--- src/rtl/pgm_mbox_pkg.sv ---
// pgm_mbox_pkg
// Shared helpers for the PGM sound mailbox:
//   - ch_width()   : width of a channel index, never less than 1 bit
//   - sts_lo_bit() : status bit carrying a per-channel "low half" flag
//                    (rvalid on the 68k side, cmd non-empty on the Z80 side)
//   - sts_hi_bit() : status bit carrying a per-channel "high half" flag
//                    (ovf on the 68k side, rovf on the Z80 side)
//   - EMPTY_DATA   : all-ones read value for empty FIFOs / unmapped channels
package pgm_mbox_pkg;

  localparam int MAX_DATA_W = 64;
  localparam logic [MAX_DATA_W-1:0] EMPTY_DATA = '1;

  // A single channel still needs a 1-bit index port.
  function automatic int ch_width(input int num_ch);
    return (num_ch <= 1) ? 1 : $clog2(num_ch);
  endfunction

  function automatic int sts_lo_bit(input int ch);
    return ch;
  endfunction

  function automatic int sts_hi_bit(input int num_ch, input int ch);
    return num_ch + ch;
  endfunction

endpackage

--- src/rtl/pgm_mbox_fifo.sv ---
// pgm_mbox_fifo
// Single-clock command FIFO, one per mailbox channel.
// Ports:
//   clk, rst_n    : clock, asynchronous active-low reset
//   push_i, din_i : write strobe and data
//   pop_i         : read strobe; dout_o shows the head combinationally
//   empty_o/full_o: occupancy flags for the current cycle
//   empty_nxt_o   : occupancy after this edge, for registered interrupts
// The caller only pushes when not full (or when popping in the same cycle)
// and only pops when not empty; the FIFO does not re-check this.
module pgm_mbox_fifo #(
  parameter int DATA_W = 8,
  parameter int DEPTH  = 4
) (
  input  logic              clk,
  input  logic              rst_n,
  input  logic              push_i,
  input  logic [DATA_W-1:0] din_i,
  input  logic              pop_i,
  output logic [DATA_W-1:0] dout_o,
  output logic              empty_o,
  output logic              full_o,
  output logic              empty_nxt_o
);

  localparam int PTR_W = $clog2(DEPTH);
  localparam int CNT_W = PTR_W + 1;

  logic [DATA_W-1:0] mem_q [DEPTH];
  logic [PTR_W-1:0]  wr_ptr_q, rd_ptr_q;
  logic [CNT_W-1:0]  count_q, count_d;

  // NOTE: every variable written in always_comb gets a default first, so no
  // path leaves it unassigned and no latch is inferred.
  always_comb begin
    count_d = count_q;
    unique case ({push_i, pop_i})
      2'b10:   count_d = count_q + CNT_W'(1);
      2'b01:   count_d = count_q - CNT_W'(1);
      default: count_d = count_q;  // idle, or push+pop cancel out
    endcase
  end

  // NOTE: sequential state uses non-blocking assignments so every flop
  // samples pre-edge values regardless of statement order.
  always_ff @(posedge clk or negedge rst_n) begin
    if (!rst_n) begin
      wr_ptr_q <= '0;
      rd_ptr_q <= '0;
      count_q  <= '0;
    end else begin
      // DEPTH is a power of two, so pointers wrap by plain overflow.
      if (push_i) wr_ptr_q <= wr_ptr_q + PTR_W'(1);
      if (pop_i)  rd_ptr_q <= rd_ptr_q + PTR_W'(1);
      count_q <= count_d;
    end
  end

  // NOTE: the storage array is deliberately not reset; occupancy is governed
  // by count_q, so stale entries are never observable and the array can map
  // onto plain RAM.
  always_ff @(posedge clk) begin
    if (push_i) mem_q[wr_ptr_q] <= din_i;
  end

  // When full with push+pop, wr_ptr == rd_ptr: the head is read before the
  // edge and overwritten at the edge, which is exactly the intended order.
  assign dout_o      = mem_q[rd_ptr_q];
  assign empty_o     = (count_q == '0);
  assign full_o      = (count_q == CNT_W'(DEPTH));
  assign empty_nxt_o = (count_d == '0);

endmodule

--- src/rtl/pgm_sound_mailbox.sv ---
// pgm_sound_mailbox
// 68k <-> Z80 command/reply mailbox for the PGM sound subsystem.
// Each of NUM_CH channels has a 68k->Z80 command FIFO and a Z80->68k reply
// register with a valid flag, plus sticky overflow flags and interrupts.
// Ports:
//   fixed_20m_clk, reset_n         : clock, asynchronous active-low reset
//   m_wr, m_rd, m_sts, m_ch, m_din : 68k single-cycle access strobes/data
//   m_dout                         : 68k read data (registered)
//   z_wr, z_rd, z_sts, z_ch, z_din : Z80 single-cycle access strobes/data
//   z_dout                         : Z80 read data (registered)
//   z_int_n                        : Z80 interrupt, active-low (registered)
//   m_irq                          : 68k reply-pending interrupt (registered)
//   ovf                            : sticky command-overflow flags
module pgm_sound_mailbox
  import pgm_mbox_pkg::*;
#(
  parameter  int NUM_CH = 3,
  parameter  int DATA_W = 8,
  parameter  int DEPTH  = 4,
  localparam int CH_W   = ch_width(NUM_CH)
) (
  input  logic              fixed_20m_clk,
  input  logic              reset_n,
  input  logic              m_wr,
  input  logic              m_rd,
  input  logic              m_sts,
  input  logic [CH_W-1:0]   m_ch,
  input  logic [DATA_W-1:0] m_din,
  output logic [DATA_W-1:0] m_dout,
  input  logic              z_wr,
  input  logic              z_rd,
  input  logic              z_sts,
  input  logic [CH_W-1:0]   z_ch,
  input  logic [DATA_W-1:0] z_din,
  output logic [DATA_W-1:0] z_dout,
  output logic              z_int_n,
  output logic              m_irq,
  output logic [NUM_CH-1:0] ovf
);

  localparam logic [DATA_W-1:0] ALL_ONES = EMPTY_DATA[DATA_W-1:0];

  // ---------------------------------------------------------------------------
  // Access decode. A simultaneous write and read on one side is a write.
  // Status accesses ignore the channel index.
  // ---------------------------------------------------------------------------
  logic m_ok, z_ok;
  logic m_ch_wr, m_ch_rd, m_st_wr, m_st_rd, m_rd_any;
  logic z_ch_wr, z_ch_rd, z_st_wr, z_st_rd, z_rd_any;

  always_comb begin
    m_ok     = (int'(m_ch) < NUM_CH);
    z_ok     = (int'(z_ch) < NUM_CH);
    m_rd_any = m_rd & ~m_wr;
    z_rd_any = z_rd & ~z_wr;
    m_ch_wr  = m_wr     & ~m_sts & m_ok;
    m_ch_rd  = m_rd_any & ~m_sts & m_ok;
    m_st_wr  = m_wr     &  m_sts;
    m_st_rd  = m_rd_any &  m_sts;
    z_ch_wr  = z_wr     & ~z_sts & z_ok;
    z_ch_rd  = z_rd_any & ~z_sts & z_ok;
    z_st_wr  = z_wr     &  z_sts;
    z_st_rd  = z_rd_any &  z_sts;
  end

  // ---------------------------------------------------------------------------
  // Command FIFOs
  // ---------------------------------------------------------------------------
  logic [NUM_CH-1:0] push, pop, empty, full, empty_nxt, ovf_set;
  logic [DATA_W-1:0] fifo_dout [NUM_CH];

  for (genvar c = 0; c < NUM_CH; c++) begin : g_ch
    logic m_sel, z_sel;
    assign m_sel = m_ch_wr & (m_ch == CH_W'(c));
    assign z_sel = z_ch_rd & (z_ch == CH_W'(c));

    // A pop in the same cycle frees the slot the push needs, so a full FIFO
    // only overflows when nothing is being drained.
    assign pop[c]     = z_sel & ~empty[c];
    assign push[c]    = m_sel & (~full[c] | pop[c]);
    assign ovf_set[c] = m_sel & full[c] & ~pop[c];

    pgm_mbox_fifo #(
      .DATA_W (DATA_W),
      .DEPTH  (DEPTH)
    ) u_fifo (
      .clk         (fixed_20m_clk),
      .rst_n       (reset_n),
      .push_i      (push[c]),
      .din_i       (m_din),
      .pop_i       (pop[c]),
      .dout_o      (fifo_dout[c]),
      .empty_o     (empty[c]),
      .full_o      (full[c]),
      .empty_nxt_o (empty_nxt[c])
    );
  end

  // ---------------------------------------------------------------------------
  // Reply registers, flags and read data
  // ---------------------------------------------------------------------------
  logic [DATA_W-1:0] reply_q [NUM_CH];
  logic [DATA_W-1:0] reply_d [NUM_CH];
  logic [NUM_CH-1:0] rvalid_q, rvalid_d, rovf_q, rovf_d, ovf_q, ovf_d;
  logic              int_en_q, int_en_d;
  logic [DATA_W-1:0] m_dout_q, m_rdata, z_dout_q, z_rdata;
  logic              z_int_n_q, m_irq_q;

  always_comb begin
    int_en_d = z_st_wr ? z_din[0] : int_en_q;

    for (int c = 0; c < NUM_CH; c++) begin
      logic zw, mr;
      zw = z_ch_wr & (z_ch == CH_W'(c));
      mr = m_ch_rd & (m_ch == CH_W'(c));

      reply_d[c]  = zw ? z_din : reply_q[c];
      // A Z80 write beats a same-cycle 68k read: the 68k takes the old value
      // and the new one stays pending.
      rvalid_d[c] = zw | (rvalid_q[c] & ~mr);
      // Set wins over write-1-to-clear on both sticky flags.
      rovf_d[c]   = (rovf_q[c] & ~(m_st_wr & m_din[sts_lo_bit(c)]))
                  | (zw & rvalid_q[c]);
      ovf_d[c]    = (ovf_q[c] & ~(m_st_wr & m_din[sts_hi_bit(NUM_CH, c)]))
                  | ovf_set[c];
    end
  end

  always_comb begin
    m_rdata = ALL_ONES;
    if (m_st_rd) begin
      m_rdata = '0;
      for (int c = 0; c < NUM_CH; c++) begin
        m_rdata[sts_lo_bit(c)]         = rvalid_q[c];
        m_rdata[sts_hi_bit(NUM_CH, c)] = ovf_q[c];
      end
    end else if (m_ch_rd) begin
      for (int c = 0; c < NUM_CH; c++) begin
        if (m_ch == CH_W'(c)) m_rdata = reply_q[c];
      end
    end
  end

  always_comb begin
    z_rdata = ALL_ONES;
    if (z_st_rd) begin
      z_rdata = '0;
      for (int c = 0; c < NUM_CH; c++) begin
        z_rdata[sts_lo_bit(c)]         = ~empty[c];
        z_rdata[sts_hi_bit(NUM_CH, c)] = rovf_q[c];
      end
    end else if (z_ch_rd) begin
      for (int c = 0; c < NUM_CH; c++) begin
        if (z_ch == CH_W'(c) && !empty[c]) z_rdata = fifo_dout[c];
      end
    end
  end

  always_ff @(posedge fixed_20m_clk or negedge reset_n) begin
    if (!reset_n) begin
      for (int c = 0; c < NUM_CH; c++) reply_q[c] <= '0;
      rvalid_q  <= '0;
      rovf_q    <= '0;
      ovf_q     <= '0;
      int_en_q  <= 1'b0;
      m_dout_q  <= ALL_ONES;
      z_dout_q  <= ALL_ONES;
      z_int_n_q <= 1'b1;
      m_irq_q   <= 1'b0;
    end else begin
      for (int c = 0; c < NUM_CH; c++) reply_q[c] <= reply_d[c];
      rvalid_q <= rvalid_d;
      rovf_q   <= rovf_d;
      ovf_q    <= ovf_d;
      int_en_q <= int_en_d;
      // Read data holds until the next read strobe on the same side.
      if (m_rd_any) m_dout_q <= m_rdata;
      if (z_rd_any) z_dout_q <= z_rdata;
      // Interrupts are computed from next-state so they move on the same
      // edge as the access that causes them.
      z_int_n_q <= ~(int_en_d & |(~empty_nxt));
      m_irq_q   <= |rvalid_d;
    end
  end

  assign m_dout  = m_dout_q;
  assign z_dout  = z_dout_q;
  assign z_int_n = z_int_n_q;
  assign m_irq   = m_irq_q;
  assign ovf     = ovf_q;

endmodule

--- config.mk ---
export PLATFORM = sky130hd
export DESIGN_NAME = pgm_sound_mailbox
export DESIGN_NICKNAME = d
export VERILOG_FILES = /design/src/rtl/pgm_mbox_pkg.sv /design/src/rtl/pgm_mbox_fifo.sv /design/src/rtl/pgm_sound_mailbox.sv
export SDC_FILE = /design/constraint.sdc
export NUM_CORES = 1
export LEC_CHECK = 0
export BUFFER_PORTS_ARGS = -buffer_cell sky130_fd_sc_hd__buf_4
export CAP_MARGIN = 10
export CORE_UTILIZATION = 31
export DETAILED_ROUTE_END_ITERATION = 12
export GPL_TIMING_DRIVEN = 0
export PLACE_DENSITY = 0.45
export SLEW_MARGIN = 5
export SYNTH_ARGS = -nofsm -noshare
export SYNTH_HDL_FRONTEND = slang
export SYNTH_SLANG_ARGS = --single-unit
--- constraint.sdc ---
create_clock -name fixed_20m_clk -period 6.03 [get_ports fixed_20m_clk]
set_clock_uncertainty 0.1 [all_clocks]
set_input_delay 0.603 -clock fixed_20m_clk [delete_from_list [all_inputs] [get_ports fixed_20m_clk]]
set_output_delay 0.603 -clock fixed_20m_clk [all_outputs]
set_load 0.01 [all_outputs]
# Word level (Yosys, flattened, before mapping)
# Memories as Yosys holds them, arrays and structs flattened.
# Cells that the tools add are included.
word_totals:
  reg_bits: 73
  ramBits: 96
  memories: 3
op_classes:
  addsub: 12
  order_cmp: 2
  n_eq_ne: 13
  muxes: 20
  bitwise_logic: 93
  n_reduce_logical: 16
mem_list:
  columns: ["name", "depth", "word_bits", "read_ports", "rd_clocked_by_memory_dff", "write_ports", "line_no", "text"]
  rows:
  - ["g_ch[0].u_fifo.mem_q", 4, 8, 1, 0, 1, "pgm_mbox_fifo.sv:29", "logic [DATA_W-1:0] mem_q [DEPTH];"]
  - ["g_ch[1].u_fifo.mem_q", 4, 8, 1, 0, 1, "pgm_mbox_fifo.sv:29", null]
  - ["g_ch[2].u_fifo.mem_q", 4, 8, 1, 0, 1, "pgm_mbox_fifo.sv:29", null]
ops:
  columns: ["cell", "n"]
  rows:
  - ["$mux 8", 10]
  - ["$and 1x1->1", 57]
  - ["$not 1->1", 23]
  - ["$logic_not 3->1", 6]
  - ["$pmux 3 s2", 3]
  - ["$add 2x1->2 const B", 6]
  - ["$or 1x1->1", 12]
  - ["$eq 2x1->1 const B", 5]
  - ["$eq 2x2->1 const B", 5]
  - ["$add 3x1->3 const B", 3]
  - ["$eq 3x3->1 const B", 3]
  - ["$sub 3x1->3 const B", 3]
  - ["$mux 1", 7]
  - ["$reduce_or 3->1", 2]
  - ["$logic_not 2->1", 2]
  - ["$lt 2x2->1 const B", 2]
  - ["$logic_and 1x1->1", 3]
  - ["$logic_not 1->1", 3]
  - ["$not 3->3", 1]

# Depth between registers and ports, before layout
# Gate-level depths: netlist of the first run.
logic_depth:
  word_depth: 15
  mapped_depth: 11
  ltp_nobuf: 9

# Cells and area by module
# A second synthesis of the first run with hierarchy kept.
hier_totals:
  cells_unflattened: 474
  area_unflattened_um2: 7315.8
modules_own_cells:
  columns: ["module", "n_inst", "cells_per_inst", "area_per_inst_um2", "seq_area_each_um2"]
  rows:
  - ["pgm_sound_mailbox", 1, 233, 2615.0, 1322.5]
  - ["pgm_mbox_fifo (g_ch[2].u_fifo)", 1, 80, 1571.5, 1136.1]
  - ["pgm_mbox_fifo (g_ch[0].u_fifo)", 1, 80, 1565.3, 1136.1]
  - ["pgm_mbox_fifo (g_ch[1].u_fifo)", 1, 81, 1564.0, 1136.1]

# Worst setup path before layout of the first run
# OpenSTA, ideal clock, no wires.
synth_path:
  kind: "input-to-reg"
  start: "input port z_sts"
  end: "register z_int_n_q (netlist: z_int_n)"
  arrival_ns: 2.976
  required_ns: 5.833
  slack_ns: 2.856
  path_stages: 9
  path_buffers: 2
  path_cell_list: "buf_6 > or3b_1 > clkbuf_2 > or4_4 > fa_1 > nor3_1 > o211ai_2 > or3_1 > o41ai_2"
synth_via:
  elab_chain_cells: 14
synth_lines:
  columns: ["item", "line_no", "text"]
  rows:
  - ["start, declared", "pgm_sound_mailbox.sv:32", "input logic z_sts,"]
  - ["$not 1->1 (*)", "pgm_sound_mailbox.sv:61", "z_ch_rd = z_rd_any & ~z_sts & z_ok;"]
  - ["$and 1x1->1 (*) (2 in series)", "pgm_sound_mailbox.sv:61", null]
  - ["$and 1x1->1 (*)", "pgm_sound_mailbox.sv:75", "assign z_sel = z_ch_rd & (z_ch == CH_W'(c));"]
  - ["$and 1x1->1 (*)", "pgm_sound_mailbox.sv:79", "assign pop[c] = z_sel & ~empty[c];"]
  - ["$or 1x1->1", "pgm_sound_mailbox.sv:80", "assign push[c] = m_sel & (~full[c] | pop[c]);"]
  - ["$and 1x1->1", "pgm_sound_mailbox.sv:80", null]
  - ["$eq 2x1->1 / $eq 2x2->1 (equally long branches)", "pgm_mbox_fifo.sv:37", "unique case ({push_i, pop_i})"]
  - ["$pmux 3 s2 (*)", "pgm_mbox_fifo.sv:37", null]
  - ["net g_ch[1].u_fifo.count_d[2]", "pgm_mbox_fifo.sv:31", "logic [CNT_W-1:0] count_q, count_d;"]
  - ["$logic_not 3->1 (*)", "pgm_mbox_fifo.sv:71", "assign empty_nxt_o = (count_d == '0);"]
  - ["$not 3->3 (*)", "pgm_sound_mailbox.sv:181", "z_int_n_q <= ~(int_en_d & |(~empty_nxt));"]
  - ["$reduce_or 3->1 (*)", "pgm_sound_mailbox.sv:181", null]
  - ["$and 1x1->1 (*)", "pgm_sound_mailbox.sv:181", null]
  - ["$not 1->1 (*)", "pgm_sound_mailbox.sv:181", null]
  - ["end signal, assigned", "pgm_sound_mailbox.sv:181", null]
  - ["end, declared", "pgm_sound_mailbox.sv:107", "logic z_int_n_q, m_irq_q;"]
# The timed path passes the listed nets; every way through them passes the cells marked *.
# A chain may end at the register's enable or synchronous reset.

# Worst setup path after layout of the first run
layout_path:
  start: "input port z_wr"
  end: "memory g_ch[1].u_fifo.mem_q[3][5], enable pin"
layout_via:
  elab_chain_cells: 10
layout_lines:
  columns: ["item", "line_no", "text"]
  rows:
  - ["start, declared", "pgm_sound_mailbox.sv:30", "input logic z_wr,"]
  - ["$not 1->1", "pgm_sound_mailbox.sv:55", "z_rd_any = z_rd & ~z_wr;"]
  - ["$and 1x1->1", "pgm_sound_mailbox.sv:55", null]
  - ["$and 1x1->1 (2 in series)", "pgm_sound_mailbox.sv:61", null]
  - ["$and 1x1->1", "pgm_sound_mailbox.sv:75", null]
  - ["$and 1x1->1", "pgm_sound_mailbox.sv:79", null]
  - ["$or 1x1->1", "pgm_sound_mailbox.sv:80", null]
  - ["$and 1x1->1", "pgm_sound_mailbox.sv:80", null]
  - ["$mux 1", "pgm_mbox_fifo.sv:63", "if (push_i) mem_q[wr_ptr_q] <= din_i;"]
  - ["$mux 1 (not written as such)", "pgm_mbox_fifo.sv:63", null]
  - ["end, declared", "pgm_mbox_fifo.sv:29", null]
# Every way passes these cells.

==> results.md, run 1 <==
* Cell chosen for the clock root: sky130_fd_sc_hd__clkbuf_16
* Setup repair after global routing missed its margin: no
* Number of unique standard cell types used by synthesis at 56
* Synth-to-Final Area Change at 18.55%
* Die height at 156.7 microns
* Number of flops mapped to enable cells by yosys at 96
* Post-CTS Setup Repair Bufs at 0
* Number of nets with antenna violations after routing at 0
* Final cycle utilization of the critical path at 51.75%
* Post-detailed-route via-to-cell ratio at 4.910
* TritonCTS clock tree: yes
* Most common cell after layout, fill and taps aside: sky130_fd_sc_hd__edfxtp_1
* Pin slew with the least headroom to its limit at 1121 ps
* Worst setup slack after layout at 2909 ps
* Flip-flop and latch count after synthesis at 169
* First-pass GRT wire length at 27.72 mm
* IR drop worst, VDD at 182.5 uV
* WP data required at 6000 ps
* Count of H-tree levels built during CTS at 4
* Post-synth net total at 563
* Cell class contributing the biggest share of worst-path delay: simple AND/OR/NAND/NOR gates
* Number of endpoints failing setup at the final stage at 0
* Vias in the first global route at 4,771
* Setup Crit Path Kind: in2reg
* Relative slew margins at 24.99%
* Power density of the placed cells at 391.3 mW/mm^2
* CTS Hold Bufs at 0
* Endpoints failing hold at 0
* Crit path cell chain: buf_4, or3b_1, clkbuf_2, nor3_1, inv_1, a21oi_1, and2_1
* Highest-count cells in the layout ignoring fill and taps: 96 x sky130_fd_sc_hd__edfxtp_1, 56 x sky130_fd_sc_hd__dfrtp_1, 47 x sky130_fd_sc_hd__buf_4, 38 x sky130_fd_sc_hd__nand2_1, 34 x sky130_fd_sc_hd__o21ai_0
* Mapped Avg Cell Area at 14.27 sq um
* Crit path time final at 3121 ps
* First drt pass iteration count at 4
* Count of antenna diodes in the layout at 0
* Area of the die at 0.02455 sq mm
* Top Ports at 49
* Aggregate global-route resource usage at 15.48%
* Drt wl/cell at 19.29 microns
* Combined buffer and inverter count along the critical path at 3
* Antenna violations before repair at 0
* Data arrival time of the worst path at 3090 ps
* Reg clk slew, reported paths at 70 ps
* Area of combinational cells with multiple inputs at 0.002520 sq mm
* Final Core Density at 37.47%
* Post-synth ARST share at 43.20%
* Type of the tightest min-delay check: in2async
* Number of standard cells after synthesis at 520
* Lkg Pwr at 0.003187 uW
* Gp weighted congestion at 0.7810
* Width of the die at 156.7 microns
* CTS max path bufs at 2
* Core Footprint at 0.02347 sq mm
* Critical-path maximum fanout at 8
* Rows at 56
* Largest net degree at the start of global routing at 74
* Crit path largest cell delay at 570 ps
* Initial Util at 31.60%
* Detailed-route DRC error count at 0
* Cell with the biggest individual delay on the critical path: sky130_fd_sc_hd__a21oi_1
* Endpoint class of the critical path: flip-flop
* Overall via count from detail_route at 4,507
* Critical path startpoint category: input port
* Total Wirelength at 17.71 mm
* Detailed Place HPWL at 12.24 mm
* Sequential cell area fraction in the yosys report at 63.77%
* Fill count at 2,260
* Number of buffers created by CTS at 17
* Most used DFF post-synth: sky130_fd_sc_hd__edfxtp_1
* Number of warning messages in the yosys log at 0
* Layout net count at 629
* Area taken by flip-flops and latches at 0.004731 sq mm
* Number of maximum-capacitance violations at 0
* Count of buffers inserted at the top-level ports at 47
* Post-cts sizing count at 0
* Post-placement setup slack at 2350 ps
* Clock Latency Late Sink at 430 ps
* Max-slew violations at 0
* Sink Count at 169
* Final sum of negative setup slack at 0 ps
* Number of design-rule violations left by the first detailed-router iteration at 165
* Share of final-layout standard cells stronger than drive strength 1 at 27.55%
* Outcome: completed
* Total overflow reported by the global router at 0
* Fmax at 0.3205 GHz
* Total standard cell area after synthesis at 0.007418 sq mm
==> state kept, by name, summed over array words and instances, names as in the netlist <==
| signal | count |
|---|---|
| g_ch.u_fifo.count_q | 9 |
| m_irq | 1 |
| g_ch.u_fifo.mem_q | 96 |
| rovf_q | 3 |
| ovf | 3 |
| z_int_n | 1 |
| reply_q | 24 |
| m_dout | 8 |
| g_ch.u_fifo.rd_ptr_q | 6 |
| int_en_q | 1 |
| rvalid_q | 3 |
| g_ch.u_fifo.wr_ptr_q | 6 |
| z_dout | 8 |
==> cell usage after synthesis, types with 2 or more instances <==
cell type / instances / share of area, %
sky130_fd_sc_hd__a211oi_1: 3 / 0.30
sky130_fd_sc_hd__a21o_1: 4 / 0.40
sky130_fd_sc_hd__a21oi_1: 14 / 0.94
sky130_fd_sc_hd__a221oi_1: 3 / 0.35
sky130_fd_sc_hd__a22o_1: 3 / 0.35
sky130_fd_sc_hd__a32o_1: 2 / 0.27
sky130_fd_sc_hd__and2_1: 14 / 1.2
sky130_fd_sc_hd__buf_1: 5 / 0.25
sky130_fd_sc_hd__clkbuf_1: 20 / 1.0
sky130_fd_sc_hd__dfrtp_1: 56 / 19
sky130_fd_sc_hd__dfstp_2: 17 / 6.0
sky130_fd_sc_hd__edfxtp_1: 96 / 39
sky130_fd_sc_hd__fa_1: 3 / 0.81
sky130_fd_sc_hd__ha_1: 12 / 2.0
sky130_fd_sc_hd__inv_1: 14 / 0.71
sky130_fd_sc_hd__mux2_2: 33 / 5.0
sky130_fd_sc_hd__mux4_2: 24 / 7.3
sky130_fd_sc_hd__nand2_1: 38 / 1.9
sky130_fd_sc_hd__nand2b_1: 7 / 0.59
sky130_fd_sc_hd__nand3_1: 2 / 0.13
sky130_fd_sc_hd__nor2_1: 27 / 1.4
sky130_fd_sc_hd__nor2b_1: 4 / 0.34
sky130_fd_sc_hd__nor3_1: 11 / 0.74
sky130_fd_sc_hd__nor4bb_1: 2 / 0.27
sky130_fd_sc_hd__o211ai_1: 3 / 0.30
sky130_fd_sc_hd__o21ai_0: 34 / 2.3
sky130_fd_sc_hd__o22a_1: 4 / 0.47
sky130_fd_sc_hd__o22ai_1: 15 / 1.3
sky130_fd_sc_hd__o31ai_1: 6 / 0.61
sky130_fd_sc_hd__o41ai_1: 3 / 0.35
sky130_fd_sc_hd__or2_2: 2 / 0.17
sky130_fd_sc_hd__or3_1: 5 / 0.42
sky130_fd_sc_hd__xnor2_1: 10 / 1.2
sky130_fd_sc_hd__xor2_1: 2 / 0.24
==> worst register-to-register path, delay by kind of cell, from the launching register on <==
kind,cells,cell delay [ps]
AND/OR/NAND/NOR,3,930
AO/OA/AOI/OAI,4,790
adder cells (fa/ha/maj),1,500
flip-flops,1,360
buffers and inverters,1,200
==> through the flow <==
stage	cells	hold slack (ps)	cell area, sq um	total power [uW]
2_1_floorplan	520	207.4	7418	2053
3_3_place_gp	886	368.4	8170	2308
3_5_place_dp	886	372.7	8170	2331
4_1_cts	918	272.3	8795	3493
5_1_grt	918	298.3	8795	3634
6_report	918	223.1	8795	3442
==> final timing paths <==
path	slack (ps)	cells past startpoint	to	startpoint
setup / recovery	2910	7	g_ch[1].u_fifo.mem_q[3][5]$_DFFE_PP_	z_wr
hold / removal	220	1	g_ch[0].u_fifo.count_q[0]$_DFF_PN0_	reset_n
setup reg to reg	3040	9	z_int_n$_DFF_PN1_	g_ch[2].u_fifo.count_q[2]$_DFF_PN0_
hold reg to reg	380	2	m_dout[5]$_DFFE_PN1P_	m_dout[5]$_DFFE_PN1P_
max in group asynchronous	4940	1	reply_q[22]$_DFFE_PN0P_	reset_n
min in group fixed_20m_clk	300	2	z_dout[7]$_DFFE_PN1N_	z_sts
==> power breakdown <==
group          switching (uW)  total (uW)  internal (uW)
registers                99.2        1490           1390
logic                     432         799            367
clock network             515        1150            637
==> kinds of logic (layout without fill, tap and decap cells) <==
| group | count (synthesis) | after routing | share of synthesized area (%) |
|---|---|---|---|
| simple gates | 122 | 122 | 8.332 |
| fa+ha+maj | 15 | 15 | 2.834 |
| xor+xnor | 12 | 12 | 1.417 |
| compound gates | 103 | 103 | 9.091 |
| flops | 169 | 169 | 63.77 |
| buf+inv | 42 | 121 | 2.260 |
| mux | 57 | 57 | 12.30 |
==> layer usage <==
metal  share of wire (%)  global-route usage, %
met4                0.93                  4.482
met3                 4.4                  3.379
met5                   0                      0
met2                  49                  25.43
met1                  46                  20.48
==> final cells by class <==
| cell class | instances | share of cell area [%] |
|---|---|---|
| inverter | 14 | 0.5975 |
| sequential | 169 | 53.79 |
| clock buffer | 17 | 4.837 |
| buffer | 28 | 1.309 |
| timing repair buffer | 47 | 4.012 |
| tap | 319 | 4.538 |
| multi-input combinational | 309 | 28.65 |
| clock inverter | 15 | 2.262 |
Note: power is estimated with default switching activity, not from simulation.
==> inputs of run 2 (changes only) <==
==> constraint.sdc (replaced) <==
create_clock -name fixed_20m_clk -period 3.1 [get_ports fixed_20m_clk]
set_clock_uncertainty 0.1 [all_clocks]
set_input_delay 0.31 -clock fixed_20m_clk [delete_from_list [all_inputs] [get_ports fixed_20m_clk]]
set_output_delay 0.31 -clock fixed_20m_clk [all_outputs]
set_load 0.01 [all_outputs]
==> results.md, run 2 (same netlist as run 1, synthesis figures left out) <==
* Critical-path maximum fanout at 9 (was 8)
* Drt wl/cell at 19.33 microns (was 19.29 microns)
* Biggest regs: g_ch.u_fifo.mem_q: 96 flops, reply_q: 24 flops, g_ch.u_fifo.count_q: 9 flops (unchanged)
* Rows at 56 (unchanged)
* TritonCTS clock tree: yes (unchanged)
* Number of design-rule violations left by the first detailed-router iteration at 155 (was 165)
* Core Footprint at 0.02347 sq mm (unchanged)
* Vias in the first global route at 4,788 (was 4,771)
* Fmax at 0.3478 GHz
* Cell chosen for the clock root: sky130_fd_sc_hd__clkbuf_16 (unchanged)
* Relative slew margins at 24.88% (was 24.99%)
* Highest-count cells in the layout ignoring fill and taps: 96 x sky130_fd_sc_hd__edfxtp_1, 56 x sky130_fd_sc_hd__dfrtp_1, 47 x sky130_fd_sc_hd__buf_4, 38 x sky130_fd_sc_hd__nand2_1, 34 x sky130_fd_sc_hd__o21ai_0 (unchanged)
* Worst setup slack after layout at 224.9 ps (was 2909 ps)
* Die height at 156.7 microns (unchanged)
* Number of endpoints failing setup at the final stage at 0 (unchanged)
* Critical Path Most Common Cell: sky130_fd_sc_hd__nand2_1
* Count of antenna diodes in the layout at 0 (unchanged)
* Final Core Density at 37.60% (was 37.47%)
* Final cycle utilization of the critical path at 92.74%
* Power density of the placed cells at 760.2 mW/mm^2 (was 391.3 mW/mm^2)
* CTS max path bufs at 2 (unchanged)
* Number of maximum-capacitance violations at 0 (unchanged)
* Critical path startpoint category: flip-flop (was input port)
* Reg clk slew, reported paths at 70 ps (about the same)
* Endpoint class of the critical path: flip-flop (unchanged)
* Total overflow reported by the global router at 0 (unchanged)
* Crit path time final at 2875 ps
* Most common cell after layout, fill and taps aside: sky130_fd_sc_hd__edfxtp_1 (unchanged)
* Initial Util at 31.60% (unchanged)
* Overall via count from detail_route at 4,515 (was 4,507)
* Max FFs per register at 96 (unchanged)
* Setup repair after global routing missed its margin: no (unchanged)
* Detailed-route DRC error count at 0 (unchanged)
* Number of buffers created by CTS at 17 (unchanged)
* Crit path cell chain: clkbuf_1, nor3_1, nor3_2, nand2_1, fa_1, nand2_1, o21ai_0, o211ai_1, or3_1, o41ai_2 (was buf_4, or3b_1, clkbuf_2, nor3_1, inv_1, a21oi_1, and2_1)
* Sink Count at 169 (unchanged)
* Endpoints failing hold at 0 (unchanged)
* Cell with the biggest individual delay on the critical path: sky130_fd_sc_hd__nor3_1 (was sky130_fd_sc_hd__a21oi_1)
* Antenna violations before repair at 0 (unchanged)
* Synth-to-Final Area Change at 18.96% (was 18.55%)
* Pwr Total at 6709 uW (was 3442 uW)
* WP data required at 3340 ps (was 6000 ps)
* Total instance count after detailed placement at 886 (unchanged)
* Max-slew violations at 0 (unchanged)
* Top Ports at 49 (unchanged)
* Register with the highest flop count: g_ch.u_fifo.mem_q (unchanged)
* Lkg Pwr at 0.003197 uW (was 0.003187 uW)
* Count of buffers inserted at the top-level ports at 47 (unchanged)
* First drt pass iteration count at 4 (unchanged)
* Type of the tightest min-delay check: in2reg (was in2async)
* Crit path largest cell delay at 690 ps (was 570 ps)
* First-pass GRT wire length at 27.79 mm (was 27.72 mm)
* Detailed Place HPWL at 12.24 mm (unchanged)
* Post-detailed-route via-to-cell ratio at 4.908 (was 4.910)
* Area of the die at 0.02455 sq mm (unchanged)
* Setup Crit Path Kind: reg2reg (was in2reg)
* Aggregate global-route resource usage at 15.50% (was 15.48%)
* Final sum of negative setup slack at 0 ps (unchanged)
* Non-filler cells in the finished layout at 920 (was 918)
* Layout net count at 631 (was 629)
* Gp weighted congestion at 0.7810 (unchanged)
* Total Wirelength at 17.79 mm (was 17.71 mm)
* Number of nets with antenna violations after routing at 0 (unchanged)
* Data arrival time of the worst path at 3110 ps (was 3090 ps)
* IR drop worst, VDD at 355.9 uV (was 182.5 uV)
* Largest net degree at the start of global routing at 74 (unchanged)
* Width of the die at 156.7 microns (unchanged)
* Share of final-layout standard cells stronger than drive strength 1 at 27.79% (was 27.55%)
* Clock Latency Late Sink at 430 ps (about the same)
* Count of H-tree levels built during CTS at 4 (unchanged)
* Post-placement setup slack at -286.7 ps (was 2350 ps)
* Pin slew with the least headroom to its limit at 1123 ps (was 1121 ps)
* Outcome: completed (unchanged)
[run 2: changes by cell type in the layout (fill, tap and decap cells not counted)]
cell / change
sky130_fd_sc_hd__nor3_2: +2
sky130_fd_sc_hd__nor3_1: -2
sky130_fd_sc_hd__dlygate4sd3_1: +2
[run 2: final cells by class]
type,count,area (sq um)
Fill cell,2258,14650
Clock buffer,17,425.4
Clock inverter,15,198.9
Timing Repair Buffer,49,372.9
Multi-Input combinational cell,309,2530
Inverter,14,52.55
Buffer,28,115.1
Sequential cell,169,4731
Tap cell,319,399.1
[run 2: critical path: cells and delay by family, from the launching register on]
| kind | cells | cell delay, ps |
|---|---|---|
| compound gates | 3 | 490 |
| buf+inv | 1 | 180 |
| flops | 1 | 360 |
| simple gates | 5 | 1410 |
| fa+ha+maj | 1 | 230 |
[run 2: through the flow]
stage                     hold WS, ps  area [sq um]
after CTS                       3.498          8815
after detailed placement        372.7          8170
after global routing            12.95          8825
final                           17.47          8825
after floorplan                -85.59          7418
after global placement          368.4          8170
[run 2: layer usage]
layer / GRT usage, % / vias to the layer above / part of all wire [%]
met3: 3.379 / 12 / 3.6
met4: 4.482 / 0 / 0.88
met1: 20.52 / 2325 / 47
met5: 0 / - / 0
li1: - / 2087 / -
met2: 25.47 / 91 / 49
[run 2: path summary, 6_finish.rpt]
kind,from,endpoint,slack [ps],depth (start not counted)
worst min register to register,m_dout[5]$_DFFE_PN1P_,m_dout[5]$_DFFE_PN1P_,380,2
min in group asynchronous,reset_n,g_ch[0].u_fifo.count_q[0]$_DFF_PN0_,470,2
worst max register to register,g_ch[0].u_fifo.count_q[2]$_DFF_PN0_,z_int_n$_DFF_PN1_,220,10
max in group asynchronous,reset_n,reply_q[22]$_DFFE_PN0P_,1750,2
worst max-delay path,g_ch[0].u_fifo.count_q[2]$_DFF_PN0_,z_int_n$_DFF_PN1_,220,10
worst min-delay path,z_sts,z_dout[6]$_DFFE_PN1N_,20,2
[run 2: timing repair]
action | in CTS | in global routing
setup buffers | 0 | 0
hold buffers | 2 | 0
gates resized for setup | 0 | 2
endpoints found under the setup margin | 0 | 1
endpoints found under the hold margin | 30 | 0
[run 2: power breakdown]
group	leakage, uW	total, uW	internal, uW	switching, uW
registers	0.00173	2900	2710	194
clock network	0.000300	2250	1240	1010
logic	0.00117	1560	718	845
total	0.00320	6710	4660	2050
==> inputs of run 3 (changes only) <==
==> constraint.sdc (replaced) <==
create_clock -name fixed_20m_clk -period 3.2 [get_ports fixed_20m_clk]
set_clock_uncertainty 0.1 [all_clocks]
set_input_delay 0.32 -clock fixed_20m_clk [delete_from_list [all_inputs] [get_ports fixed_20m_clk]]
set_output_delay 0.32 -clock fixed_20m_clk [all_outputs]
set_load 0.01 [all_outputs]
==> results.md, run 3 (same netlist as run 1, synthesis figures left out) <==
* Outcome: completed (unchanged)
* Fmax at 0.3400 GHz (was 0.3478 GHz)
* Number of maximum-capacitance violations at 0 (unchanged)
* Count of antenna diodes in the layout at 0 (unchanged)
* Number of buffers created by CTS at 17 (unchanged)
* Final cycle utilization of the critical path at 91.92% (was 92.74%)
* Total overflow reported by the global router at 0 (unchanged)
* Type of the tightest min-delay check: in2reg (unchanged)
* Setup Crit Path Kind: reg2reg (unchanged)
* Relative slew margins at 25.04% (was 24.88%)
* Crit path time final at 2942 ps (was 2875 ps)
* TritonCTS clock tree: yes (unchanged)
* Data arrival time of the worst path at 3170 ps (was 3110 ps)
* Number of nets with antenna violations after routing at 0 (unchanged)
* Synth-to-Final Area Change at 18.76% (was 18.96%)
* WP data required at 3430 ps (was 3340 ps)
* Width of the die at 156.7 microns (unchanged)
* Sink Count at 169 (unchanged)
* Power density of the placed cells at 737.3 mW/mm^2 (was 760.2 mW/mm^2)
* Count of H-tree levels built during CTS at 4 (unchanged)
* Rows at 56 (unchanged)
* First-pass GRT wire length at 27.75 mm (was 27.79 mm)
* Count of buffers inserted at the top-level ports at 47 (unchanged)
* Register with the highest flop count: g_ch.u_fifo.mem_q (unchanged)
* CTS max path bufs at 2 (unchanged)
* Detailed-route DRC error count at 0 (unchanged)
* Overall via count from detail_route at 4,489 (was 4,515)
* Number of design-rule violations left by the first detailed-router iteration at 154 (was 155)
* Post-detailed-route via-to-cell ratio at 4.885 (was 4.908)
* IR drop worst, VDD at 348.5 uV (was 355.9 uV)
* Cells on worst reg2reg path at 9 (was 10)
* Aggregate global-route resource usage at 15.49% (was 15.50%)
* Pwr Total at 6495 uW (was 6709 uW)
* Number of endpoints failing setup at the final stage at 0 (unchanged)
* Core Footprint at 0.02347 sq mm (unchanged)
* Crit path largest cell delay at 560 ps (was 690 ps)
* Endpoints failing hold at 0 (unchanged)
* Vias in the first global route at 4,783 (was 4,788)
* Layout net count at 630 (was 631)
* Detailed Place HPWL at 12.24 mm (unchanged)
* Die height at 156.7 microns (unchanged)
* Biggest regs: g_ch.u_fifo.mem_q: 96 flops, reply_q: 24 flops, g_ch.u_fifo.count_q: 9 flops (unchanged)
* Clock Latency Late Sink at 430 ps (about the same)
* Max-slew violations at 0 (unchanged)
* Cell chosen for the clock root: sky130_fd_sc_hd__clkbuf_16 (unchanged)
* Cell with the biggest individual delay on the critical path: sky130_fd_sc_hd__fa_1 (was sky130_fd_sc_hd__nor3_1)
* First drt pass iteration count at 4 (unchanged)
* Worst setup slack after layout at 258.5 ps (was 224.9 ps)
* Top Ports at 49 (unchanged)
* Gp weighted congestion at 0.7810 (unchanged)
* Post-placement setup slack at -196.7 ps (was -286.7 ps)
* Max FFs per register at 96 (unchanged)
* Share of final-layout standard cells stronger than drive strength 1 at 27.67% (was 27.79%)
* Setup repair after global routing missed its margin: no (unchanged)
* Critical-path maximum fanout at 9 (unchanged)
* Total instance count after detailed placement at 886 (unchanged)
* Cell class contributing the biggest share of worst-path delay: simple AND/OR/NAND/NOR gates (unchanged)
* Area of the die at 0.02455 sq mm (unchanged)
* Worst path depth at 9 (was 10)
* Non-filler cells in the finished layout at 919 (was 920)
* Cells on Worst Hold Path at 2 (unchanged)
* Initial Util at 31.60% (unchanged)
* Lkg Pwr at 0.003193 uW (was 0.003197 uW)
* Largest net degree at the start of global routing at 74 (unchanged)
* Total Wirelength at 17.76 mm (was 17.79 mm)
* Critical path startpoint category: flip-flop (unchanged)
* Crit path cell chain: clkbuf_1, nor3_1, nor3_1, nand2_1, fa_1, a21oi_1, nor3_1, o311ai_0, o41ai_2 (was clkbuf_1, nor3_1, nor3_2, nand2_1, fa_1, nand2_1, o21ai_0, o211ai_1, or3_1, o41ai_2)
* Antenna violations before repair at 0 (unchanged)
* Critical Path Most Common Cell: sky130_fd_sc_hd__nor3_1 (was sky130_fd_sc_hd__nand2_1)
* Endpoint class of the critical path: flip-flop (unchanged)
* Pin slew with the least headroom to its limit at 1120 ps (was 1123 ps)
* Combined buffer and inverter count along the critical path at 1 (unchanged)
* Highest-count cells in the layout ignoring fill and taps: 96 x sky130_fd_sc_hd__edfxtp_1, 56 x sky130_fd_sc_hd__dfrtp_1, 47 x sky130_fd_sc_hd__buf_4, 38 x sky130_fd_sc_hd__nand2_1, 34 x sky130_fd_sc_hd__o21ai_0 (unchanged)
* Drt wl/cell at 19.33 microns (about the same)
* Reg clk slew, reported paths at 80 ps (was 70 ps)
* Most common cell after layout, fill and taps aside: sky130_fd_sc_hd__edfxtp_1 (unchanged)
* Final hold slack at 15.83 ps (was 17.47 ps)
run 3: cell count changes in the layout (fill, tap and decap cells not counted), sizes merged:
cell,before,now
dlygate4sd3,2,1
run 3: routing by layer:
| metal | track usage (%) | wire [microns] | vias up |
|---|---|---|---|
| li1 | - | - | 2086 |
| met1 | 20.48 | 8303 | 2306 |
| met2 | 25.47 | 8734 | 89 |
| met3 | 3.379 | 615 | 8 |
| met4 | 4.482 | 108 | 0 |
| met5 | 0 | 0 | - |
run 3: what timing repair did:
| item | in CTS | in global routing |
|---|---|---|
| resized for setup | 0 | 1 |
| setup endpoints to repair | 0 | 1 |
| hold buffers | 1 | 0 |
| buffers inserted | 0 | 0 |
| endpoints found under the hold margin | 15 | 0 |
run 3: final timing paths:
kind	start	to	slack, ps
min in group asynchronous	reset_n	g_ch[0].u_fifo.count_q[0]$_DFF_PN0_	500
max in group asynchronous	reset_n	reply_q[22]$_DFFE_PN0P_	1850
hold / removal	z_sts	z_dout[7]$_DFFE_PN1N_	20
setup / recovery	g_ch[0].u_fifo.count_q[2]$_DFF_PN0_	z_int_n$_DFF_PN1_	260
setup reg to reg	g_ch[0].u_fifo.count_q[2]$_DFF_PN0_	z_int_n$_DFF_PN1_	260
hold reg to reg	m_dout[5]$_DFFE_PN1P_	m_dout[5]$_DFFE_PN1P_	380
run 3: area by class of cell:
| cell class | instances | area [sq um] |
|---|---|---|
| clock inverter | 15 | 198.9 |
| sequential | 169 | 4731 |
| inverter | 14 | 52.55 |
| tap | 319 | 399.1 |
| multi-input combinational | 309 | 2525 |
| timing repair buffer | 48 | 362.8 |
| fill | 2259 | 14660 |
| clock buffer | 17 | 425.4 |
| buffer | 28 | 115.1 |
run 3: metrics by stage:
stage / TNS, ps / area [sq um] / utilization (%)
3_5_place_dp: -7480 / 8170 / 34.81
5_1_grt: 0 / 8810 / 37.53
4_1_cts: 0 / 8805 / 37.51
6_report: 0 / 8810 / 37.53
3_3_place_gp: -5418 / 8170 / 34.81
2_1_floorplan: 0 / 7418 / -
run 3: power by group:
group | internal [uW] | switching [uW]
registers | 2620 | 189
clock network | 1200 | 973
logic | 695 | 817
total | 4520 | 1980
